$ cat src/rtl/ysyx_22050854_mul_pkg.sv
// Shared types and constants for the RV64M multiply issue/collect controller.
package ysyx_22050854_mul_pkg;

  typedef enum logic [2:0] {
    IDLE  = 3'd0,
    ISSUE = 3'd1,
    WAIT  = 3'd2,
    HOLD  = 3'd3,
    DRAIN = 3'd4
  } mul_state_e;

  localparam logic [2:0] MUL_F3    = 3'b000;
  localparam logic [2:0] MULH_F3   = 3'b001;
  localparam logic [2:0] MULHSU_F3 = 3'b010;
  localparam logic [2:0] MULHU_F3  = 3'b011;

  localparam logic [1:0] MUL_SIGNED_SS = 2'b11;
  localparam logic [1:0] MUL_SIGNED_SU = 2'b10;
  localparam logic [1:0] MUL_SIGNED_UU = 2'b00;

  typedef struct packed {
    logic       mulw;
    logic [1:0] mul_signed;
    logic       sel_hi;
  } mul_dec_t;

endpackage

$ cat src/rtl/ysyx_22050854_mul_decode.sv
// Combinational funct3/word decoder producing multiplier control and hi/lo select.
module ysyx_22050854_mul_decode
  import ysyx_22050854_mul_pkg::*;
(
  input  logic [2:0] funct3,
  input  logic       word,
  output mul_dec_t   dec
);

  always_comb begin
    dec = '{mulw: 1'b0, mul_signed: MUL_SIGNED_SS, sel_hi: 1'b0};
    if (word) begin
      dec.mulw = 1'b1;
    end else begin
      case (funct3)
        MULH_F3:   dec.sel_hi = 1'b1;
        MULHSU_F3: begin dec.mul_signed = MUL_SIGNED_SU; dec.sel_hi = 1'b1; end
        MULHU_F3:  begin dec.mul_signed = MUL_SIGNED_UU; dec.sel_hi = 1'b1; end
        default:   dec.sel_hi = 1'b0;
      endcase
    end
  end

endmodule

$ cat src/rtl/ysyx_22050854_mul_ctrl.sv
// EXU-side issue/collect controller for the Booth multiplier handshake.
// Optional MUL_CTRL_ZERO_BYPASS_EN: ops with a zero source skip the multiplier.
module ysyx_22050854_mul_ctrl
  import ysyx_22050854_mul_pkg::*;
#(
  parameter int XLEN  = 64,
  parameter int TAG_W = 5
) (
  input  logic             clock,
  input  logic             reset,
  input  logic             op_valid,
  output logic             op_ready,
  input  logic [2:0]       op_funct3,
  input  logic             op_word,
  input  logic [XLEN-1:0]  op_rs1,
  input  logic [XLEN-1:0]  op_rs2,
  input  logic [TAG_W-1:0] op_rd,
  input  logic             flush_in,
  output logic             mul_valid,
  output logic             mul_flush,
  output logic             mulw,
  output logic [1:0]       mul_signed,
  output logic [XLEN-1:0]  multiplicand,
  output logic [XLEN-1:0]  multiplier,
  input  logic             mul_ready,
  input  logic             mul_doing,
  input  logic             out_valid,
  input  logic [XLEN-1:0]  result_hi,
  input  logic [XLEN-1:0]  result_lo,
  output logic             wb_valid,
  input  logic             wb_ready,
  output logic [XLEN-1:0]  wb_data,
  output logic [TAG_W-1:0] wb_rd
);

  mul_state_e state;
  mul_dec_t   dec;
  logic       sel_hi;
  logic       zero_op;

  ysyx_22050854_mul_decode u_decode (
    .funct3 (op_funct3),
    .word   (op_word),
    .dec    (dec)
  );

`ifdef MUL_CTRL_ZERO_BYPASS_EN
  assign zero_op = (op_rs1 == '0) || (op_rs2 == '0);
`else
  assign zero_op = 1'b0;
`endif

  assign op_ready  = (state == IDLE) && !flush_in && !reset;
  assign mul_flush = flush_in && (state inside {ISSUE, WAIT, DRAIN});

  always_ff @(posedge clock or posedge reset) begin
    if (reset) begin
      state        <= IDLE;
      mul_valid    <= 1'b0;
      wb_valid     <= 1'b0;
      wb_data      <= '0;
      wb_rd        <= '0;
      multiplicand <= '0;
      multiplier   <= '0;
      mulw         <= 1'b0;
      mul_signed   <= '0;
      sel_hi       <= 1'b0;
    end else begin
      case (state)
        IDLE: begin
          if (op_valid && op_ready) begin
            multiplicand <= op_rs1;
            multiplier   <= op_rs2;
            wb_rd        <= op_rd;
            mulw         <= dec.mulw;
            mul_signed   <= dec.mul_signed;
            sel_hi       <= dec.sel_hi;
            if (zero_op) begin
              wb_data  <= '0;
              wb_valid <= 1'b1;
              state    <= HOLD;
            end else begin
              mul_valid <= 1'b1;
              state     <= ISSUE;
            end
          end
        end
        ISSUE: begin
          // A flush in the accept cycle leaves the multiplier busy, so it must drain.
          if (flush_in) begin
            mul_valid <= 1'b0;
            state     <= mul_ready ? DRAIN : IDLE;
          end else if (mul_ready) begin
            mul_valid <= 1'b0;
            state     <= WAIT;
          end
        end
        WAIT: begin
          if (flush_in) begin
            state <= out_valid ? IDLE : DRAIN;
          end else if (out_valid) begin
            wb_data  <= sel_hi ? result_hi : result_lo;
            wb_valid <= 1'b1;
            state    <= HOLD;
          end
        end
        HOLD: begin
          if (flush_in || wb_ready) begin
            wb_valid <= 1'b0;
            state    <= IDLE;
          end
        end
        DRAIN: begin
          if (mul_ready && !mul_doing) state <= IDLE;
        end
        default: state <= IDLE;
      endcase
    end
  end

endmodule

$ cat config.mk
export PLATFORM = sky130hd
export DESIGN_NAME = ysyx_22050854_mul_ctrl
export DESIGN_NICKNAME = d
export VERILOG_FILES = /design/src/rtl/ysyx_22050854_mul_pkg.sv /design/src/rtl/ysyx_22050854_mul_decode.sv /design/src/rtl/ysyx_22050854_mul_ctrl.sv
export SDC_FILE = /design/constraint.sdc
export NUM_CORES = 1
export LEC_CHECK = 0
export CAP_MARGIN = 20
export CORE_AREA = 3 3 187 189
export DETAILED_ROUTE_END_ITERATION = 8
export DIE_AREA = 0 0 190 192
export HOLD_SLACK_MARGIN = 0.05
export SLEW_MARGIN = 20
export SYNTH_ARGS = -nofsm -noshare
export SYNTH_HDL_FRONTEND = slang
export SYNTH_SLANG_ARGS = --single-unit
export TNS_END_PERCENT = 5
$ cat constraint.sdc
create_clock -name clock -period 25.6 [get_ports clock]
set_clock_uncertainty 0.2 [all_clocks]
set_input_delay 5.12 -clock clock [delete_from_list [all_inputs] [get_ports clock]]
set_output_delay 5.12 -clock clock [all_outputs]
set_load 0.1 [all_outputs]
### Word level (Yosys, flattened, before mapping)

Index checks and enable logic that the tools add are counted.

* bits in registers: 206
* bits of input ports: 273
* output and inout port bits: 204
* logic and storage cells: 67

* equality and inequality tests: 14
* mux-type cells: 23
* bitwise logic cells: 1
* reductions and logical operators: 19

Operators with widths (count)
* $mux W64: 1
* $mux W3: 10
* $pmux W3 S5: 1
* $eq A3 B2 Y1 const B: 4
* $mux W1: 8
* $eq A3 B1 Y1 const B: 2
* $ne A2 B2 Y1 const B: 3
* $ne A3 B3 Y1 const B: 2
* $reduce_and A3 Y1: 2
* $logic_and A1 B1 Y1: 5
* $reduce_and A5 Y1: 1
* $ne A2 B1 Y1 const B: 2
* $pmux W1 S2: 2
* $pmux W2 S2: 1
* $reduce_and A4 Y1: 1
* $reduce_bool A2 Y1: 2
* $eq A3 B3 Y1 const B: 1
* $logic_not A1 Y1: 3
* $logic_not A3 Y1: 1
* $reduce_bool A3 Y1: 1
* $reduce_or A3 Y1: 1
* $reduce_and A2 Y1: 1
* $logic_or A1 B1 Y1: 1
* $not A1 Y1: 1

### Depth between registers and ports, before layout

Gate-level depths: netlist of the first run.

* depth after elaboration: 6
* mapped depth: 7
* depth with buffers taken out: 4

### Modules after synthesis

Synthesis of the first run repeated with hierarchy kept, for this count alone.

* cells, all modules: 546
* area, all modules: 9077.5 um2

Modules (own cells, without submodules)
* ysyx_22050854_mul_ctrl: instances 1, cells an instance 541, area each 9047.4 um2, seq. area each 5154.9 um2
* ysyx_22050854_mul_decode: instances 1, cells an instance 5, area each 30.0 um2, seq. area each 0.0 um2

### Worst setup path after synthesis of the first run

Ideal clock, no wire load.

* kind: input port to output port
* from: input reset
* to: output op_ready
* arrival: 10.686 ns
* required time: 20.280 ns
* path slack: 9.594 ns
* cell stages on the path: 2
* buffers on the path: 0
* cells stage by stage: inv_1 and3_1

* cells in the longest elaborated chain, start to end: 2

RTL lines
* start, declared: line ysyx_22050854_mul_ctrl.sv:10 `input logic reset,`
* $logic_not A1 Y1 (no line)
* $logic_and A1 B1 Y1: line ysyx_22050854_mul_ctrl.sv:53 `assign op_ready = (state == IDLE) && !flush_in && !reset;`
* end, declared: line ysyx_22050854_mul_ctrl.sv:12 `output logic op_ready,`

Every way passes these cells.

### Worst setup path after layout of the first run

Same ends and word-level chain as after synthesis.

==> results.txt, run 1 <==
----------------------------------------------------
[Status]
  Run status ... completed

[Yosys]
  Syn Std Cell Area ... 8670 sq um
  Number of flops mapped to enable cells by yosys ... 0
  Sequential share of the synthesized area ... 0.595
  Dominant combinational cell family by area after synthesis ... multiplexers
  Gate Count Post-Synth ... 616
  Count of distinct cell types in the synthesized netlist ... 32
  Share of the synthesized area in compound gates (AO/OA/AOI/OAI) ... 0.0481
  Number of synthesized register bits ... 206
  Library cell with the largest summed area after synthesis ... sky130_fd_sc_hd__dfrtp_1
  Flip-flop cell with the highest count after synthesis ... sky130_fd_sc_hd__dfrtp_1
  Multiplexer share of the synthesized area ... 0.281
  Most area-consuming cells after synthesis ... sky130_fd_sc_hd__dfrtp_1 59%, sky130_fd_sc_hd__mux2_4 12%, sky130_fd_sc_hd__mux2_2 8.1%, sky130_fd_sc_hd__mux2i_1 7.5%, sky130_fd_sc_hd__o21ai_0 3.8%
  Simple logic cell fraction of the synthesized area ... 0.0447
  Total number of yosys warnings ... 0
  Adder-cell share of the synthesized area ... 0
  Portion of synthesized cell area occupied by the leading cell type ... 0.595
  Net Count, Synth ... between 800 and 900
  Xor/xnor share of the synthesized area ... 0.00202
  Fraction of registers with async set/reset ... 1.00
  Avg Inst Size Synth ... 14.1 sq um

[Worst setup path]
  Category of the worst setup path capture point ... primary output
  Data arrival time of the worst path ... 7380 ps
  CP most frequent cell ... sky130_fd_sc_hd__clkdlybuf4s50_1
  Required time of the critical path ... 20280 ps
  Critical path's largest stage delay ... 1130 ps
  Type of origin of the critical path ... input pin
  Worst Path Max Fanout ... slightly above 60
  Class of the most critical setup path ... in -> out
  Critical path origin ... reset
  Master of the slowest instance on the critical path ... sky130_fd_sc_hd__clkdlybuf4s50_1
  Cell chain of the critical path ... clkdlybuf4s50_1 > inv_8 > and3_1 > clkdlybuf4s50_1
  Launch point of the worst reg-to-reg path ... state[1]

[STA]
  Final number of hold-violating endpoints ... 0
  Relative max-transition margin ... 0.220
  Worst Max-Slew Pin Slew ... 1170 ps
  Max-slew violation count ... 0
  Fin crit share ... 0.496
  Sum of negative setup slack ... 0 ps
  Time the final worst path needs with I/O delays and setup ... 12700 ps
  Final setup violation count ... 0
  Max Freq ... 78.7 MHz
  RSZ-0062 raised after global routing ... no

[Placed design]
  Weighted congestion reported at the end of routability-driven placement ... around 0.74
  Port bufs ... 476
  Half-perimeter wire length after placement ... 20600 microns

[Clock network]
  Htree depth ... 1
  Longest Clk Path Bufs ... 3
  Resized cells post-CTS ... 0
  Number of buffers inserted by hold repair at cts ... 0
  Number of CTS-inserted buffers ... 25
  Clock tree from TritonCTS ... done
  Number of clock sinks ... slightly above 200
  Clock Root Buffer ... sky130_fd_sc_hd__clkbuf_16
  # Post-CTS Setup Buffers ... 0
  Worst-skew pair later-pin latency ... roughly 520 ps
  Clock-pin slew of the registers on the worst-case setup and hold paths ... 60 ps

[Detailed routing]
  Post-detailed-route wirelength per cell ... between 15 and 20 microns
  Antenna Violating Nets Remaining ... 0
  Vias ... 6548
  Initial drt markers ... 203
  Total wire length ... 27500 microns
  Average vias per placed instance ... 4.21
  Pre-Repair DR Iteration Count ... 4
  Drc violations ... 0

[Global route]
  Initial antenna violation count ... 0
  Via count of the first global-routing pass ... 6839
  First-pass GRT wire length ... between 40000 and 50000 microns
  Total global routing overflow ... 0
  GRT Overall Usage ... 0.143
  Maximum number of pins on one net before global-route repair ... 107

[Job]
  Number of max-cap violations ... 0

[Die]
  Core Rows ... 67
  Core area ... 33400 sq um
  Total die area ... around 36000 sq um
  I/O pin cnt ... 477
  Die W ... 190 microns
  Effective utilization at floorplan ... 0.259
  Height of the chip ... 192 microns

[Finish]
  Layout overhead on the synthesized area ... 69.5%
  FILL cells ... 3105
  Seq. cell area ... around 5200 sq um
  Diodes inserted ... 0
  # nets final ... 1361
  Multi-input gate area ... 3260 sq um
  Fraction of layout cells with a size suffix above 1 ... 0.172

[Hold path]
  Startpoint of the lowest-slack hold path ... wb_data[39]
  Class of the worst hold path ... reg -> reg

----------------------------------------------------
-- Yosys cell counts (3+ instances only) --
library cell and instances:
sky130_fd_sc_hd__buf_2 21, sky130_fd_sc_hd__buf_6 9, sky130_fd_sc_hd__clkbuf_1 8, sky130_fd_sc_hd__dfrtp_1 206, sky130_fd_sc_hd__inv_1 5, sky130_fd_sc_hd__mux2_1 3, sky130_fd_sc_hd__mux2_2 62, sky130_fd_sc_hd__mux2_4 70
sky130_fd_sc_hd__mux2i_1 65, sky130_fd_sc_hd__nand2_1 69, sky130_fd_sc_hd__nor2_1 5, sky130_fd_sc_hd__o21ai_0 66
-- per-stage QoR --
step           hold slack (ps)  cell area (sq um)   util  std cells  setup WS, ps
6_report                   277              14700  0.439       1554         12900
5_1_grt                    300              14700  0.439       1554         12780
4_1_cts                    282              14700  0.438       1553         12840
3_5_place_dp               269              13800  0.413       1508         12860
3_3_place_gp               262              13800  0.413       1508         12860
2_1_floorplan              460               8670      -        616          9590
-- layout by cell type, fill, tap and decap left out, types with 2 or more instances in the layout --
cell and n:
sky130_fd_sc_hd__nand2_1 69, sky130_fd_sc_hd__mux2_4 70, sky130_fd_sc_hd__buf_4 7, sky130_fd_sc_hd__clkinv_2 7, sky130_fd_sc_hd__clkdlybuf4s50_1 476, sky130_fd_sc_hd__nor4_1 2
sky130_fd_sc_hd__mux2_1 3, sky130_fd_sc_hd__nor2_1 5, sky130_fd_sc_hd__mux2i_1 65, sky130_fd_sc_hd__and2_1 2, sky130_fd_sc_hd__dfrtp_1 205, sky130_fd_sc_hd__clkbuf_1 3
sky130_fd_sc_hd__mux2_2 62, sky130_fd_sc_hd__clkbuf_16 25, sky130_fd_sc_hd__nand3_1 2, sky130_fd_sc_hd__o21ai_0 66, sky130_fd_sc_hd__xnor2_1 2, sky130_fd_sc_hd__nor3_1 2
sky130_fd_sc_hd__clkbuf_8 7, sky130_fd_sc_hd__inv_1 4, sky130_fd_sc_hd__bufinv_16 2, sky130_fd_sc_hd__and3_1 2, sky130_fd_sc_hd__o22ai_1 2
-- flip-flops by register name, indices dropped and copies added, names as in the netlist --
| signal | count |
|---|---|
| wb_rd | 5 |
| mul_signed | 2 |
| multiplicand | 64 |
| mul_valid | 1 |
| wb_data | 64 |
| wb_valid | 1 |
| sel_hi | 1 |
| mulw | 1 |
| state | 3 |
| multiplier | 64 |
-- routing by layer --
metal | global-route usage | vias up | part of all wire | routed length, microns
met4 | 0.0390 | 0 | 0.026 | 704
li1 | - | 3100 | - | -
met3 | 0.0511 | 37 | 0.089 | 2460
met1 | 0.167 | 3141 | 0.39 | 10600
met2 | 0.250 | 270 | 0.50 | 13700
met5 | 0 | - | 0 | 0
-- cells by family after synthesis --
family                    after synthesis
and+or+nand+nor                        90
xor gates and xnor gates                2
AOI/OAI and AO/OA                      74
buffers and inverters                  44
muxes                                 200
DFF                                   206
-- worst paths after layout --
path | cells past startpoint | end | slack (ps)
setup / recovery | 4 | op_ready | 12900
hold / removal | 2 | wb_data[39] | 280
setup reg to reg | 5 | wb_rd[3] | 21930
hold reg to reg | 2 | wb_data[39] | 280
max in group asynchronous | 3 | multiplier[57] | 19000
min in group asynchronous | 2 | multiplicand[10] | 4860
-- worst max-delay path: cells and delay by family --
family,cells,cell delay [ps]
buffers and inverters,3,2010
AND/OR/NAND/NOR,1,230
-- area by class of cell --
type / count / area share
sequential: 206 / 0.351
clock inverter: 10 / 0.00707
multi-input combinational: 366 / 0.222
timing repair buffer: 484 / 0.330
inverter: 5 / 0.00179
tap: 448 / 0.0382
clock buffer: 35 / 0.0499
Power of run 1 is left out: the tool's default activity adds up to more than one toggle a clock period on the data nets, which glitch-free logic cannot reach.
==> run 2: changes to the inputs <==
--- a/config.mk
+++ b/config.mk
@@ -6,9 +6,9 @@
 export NUM_CORES = 1
 export LEC_CHECK = 0
 export CAP_MARGIN = 20
-export CORE_AREA = 3 3 187 189
+export CORE_AREA = 3 3 183 185
 export DETAILED_ROUTE_END_ITERATION = 8
-export DIE_AREA = 0 0 190 192
+export DIE_AREA = 0 0 186 188
 export HOLD_SLACK_MARGIN = 0.05
 export SLEW_MARGIN = 20
 export SYNTH_ARGS = -nofsm -noshare
==> constraint.sdc (replaced) <==
create_clock -name clock -period 12.4 [get_ports clock]
set_clock_uncertainty 0.2 [all_clocks]
set_input_delay 2.48 -clock clock [delete_from_list [all_inputs] [get_ports clock]]
set_output_delay 2.48 -clock clock [all_outputs]
set_load 0.1 [all_outputs]
==> results.txt, run 2 (same netlist as run 1, synthesis figures left out) <==
----------------------------------------------------
[Status]
  Run status ... completed

[Detailed routing]
  Vias ... roughly 6.5k
  Pre-Repair DR Iteration Count ... 4
  Antenna Violating Nets Remaining ... 0
  Total wire length ... 28500 microns
  Initial drt markers ... 214
  Post-detailed-route wirelength per cell ... 18.8 microns
  Average vias per placed instance ... ~4.3
  Drc violations ... 0

[Clock network]
  Number of buffers inserted by hold repair at cts ... 0
  Resized cells post-CTS ... 0
  Clock Root Buffer ... sky130_fd_sc_hd__clkbuf_16
  Number of CTS-inserted buffers ... 25
  Worst-skew pair later-pin latency ... 520 ps
  Htree depth ... 1
  Longest Clk Path Bufs ... 3
  # Post-CTS Setup Buffers ... 0
  Number of clock sinks ... around 210
  Clock-pin slew of the registers on the worst-case setup and hold paths ... 60 ps
  Clock tree from TritonCTS ... done

[Finish]
  Fraction of layout cells with a size suffix above 1 ... 0.171
  Diodes inserted ... 0
  Layout overhead on the synthesized area ... 68.9%
  Most common library cell in the layout ignoring fill and taps ... sky130_fd_sc_hd__clkdlybuf4s50_1
  Largest registers ranked by flip-flop count ... multiplicand: 64 flops, multiplier: 64 flops, wb_data: 64 flops
  # nets final ... 1360
  Commonest cells after routing, fill and taps aside ... 476 x sky130_fd_sc_hd__clkdlybuf4s50_1, 205 x sky130_fd_sc_hd__dfrtp_1, 70 x sky130_fd_sc_hd__mux2_4, 69 x sky130_fd_sc_hd__nand2_1, 66 x sky130_fd_sc_hd__o21ai_0

[Global route]
  Initial antenna violation count ... 0
  Total global routing overflow ... 0
  GRT Overall Usage ... 0.156
  Via count of the first global-routing pass ... between 6k and 7k
  Maximum number of pins on one net before global-route repair ... 106
  First-pass GRT wire length ... approximately 42000 microns

[Job]
  Number of max-cap violations ... 0

[STA]
  Sum of negative setup slack ... 0 ps
  Max-slew violation count ... 0
  Relative max-transition margin ... 0.257
  Max Freq ... 133 MHz
  Fin crit share ... 0.606
  Final setup violation count ... 0
  Final number of hold-violating endpoints ... 0
  Worst Max-Slew Pin Slew ... 1110 ps
  RSZ-0062 raised after global routing ... no
  Worst-case hold slack ... 276 ps
  Time the final worst path needs with I/O delays and setup ... 7520 ps

[Worst setup path]
  Largest delay contributor family on the critical path ... buffers and inverters
  Type of origin of the critical path ... input pin
  Worst reg2reg setup slack ... 8750 ps
  Worst Path Buf+Inv ... 3
  CP most frequent cell ... sky130_fd_sc_hd__clkdlybuf4s50_1
  Class of the most critical setup path ... in -> out
  Worst Path Max Fanout ... 70
  Master of the slowest instance on the critical path ... sky130_fd_sc_hd__clkdlybuf4s50_1
  Data arrival time of the worst path ... between 4000 and 5000 ps
  Category of the worst setup path capture point ... primary output
  Cell chain of the critical path ... clkdlybuf4s50_1 > inv_8 > and3_1 > clkdlybuf4s50_1
  Required time of the critical path ... 9720 ps
  Critical path's largest stage delay ... 1150 ps

[Placed design]
  Port bufs ... 476
  Half-perimeter wire length after placement ... 21600 microns
  Weighted congestion reported at the end of routability-driven placement ... 0.805

[Die]
  Effective utilization at floorplan ... 0.269
  Height of the chip ... 188 microns
  I/O pin cnt ... 477
  Total die area ... 35000 sq um
  Core area ... 32200 sq um
  Core Rows ... 66
  Die W ... approximately 190 microns

[Hold path]
  Class of the worst hold path ... reg -> reg

----------------------------------------------------
## run 2: cell count changes in the layout (fill, tap and decap cells not counted), sizes merged
cell      delta
clkinv       +2
bufinv       +2
clkbuf       -6
inv          -1
clkinvlp     +1
buf          -1
## run 2: layout make-up
class	count	area, sq um
Clock buffer	29	671
Clock inverter	14	176
Fill cell	2932	17600
Inverter	5	26.3
Multi-Input combinational cell	366	3260
Sequential cell	206	5160
Tap cell	408	510
Timing Repair Buffer	483	4840
## run 2: metrics by stage
step	cell area, sq um	worst slack [ps]	instances	utilization
2_1_floorplan	8670	1670	616	-
3_3_place_gp	13800	4800	1467	0.428
3_5_place_dp	13800	4810	1467	0.428
4_1_cts	14600	4800	1510	0.454
5_1_grt	14600	4730	1511	0.455
6_report	14600	4880	1511	0.455
## run 2: final timing paths
kind,from,end,depth (start not counted)
max,reset,op_ready,4
min,wb_data[0],wb_data[0],2
max reg2reg,state[1],multiplicand[21],5
min reg2reg,wb_data[0],wb_data[0],2
max in group asynchronous,reset,sel_hi,3
min in group asynchronous,reset,multiplicand[46],2
## run 2: routing by layer
| layer | vias to the layer above | track usage | wire [microns] |
|---|---|---|---|
| met4 | 0 | 0.0404 | 723 |
| li1 | 3094 | - | - |
| met2 | 229 | 0.273 | 14400 |
| met1 | 3173 | 0.188 | 11200 |
| met3 | 35 | 0.0442 | 2150 |
| met5 | - | 0 | 0 |
## run 2: tightest hold or removal path, stage by stage (launching register included)
cell and delay (ps):
sky130_fd_sc_hd__dfrtp_1 340, sky130_fd_sc_hd__nand2_1 40, sky130_fd_sc_hd__o21ai_0 60
Power of run 2 is left out for the same reason.
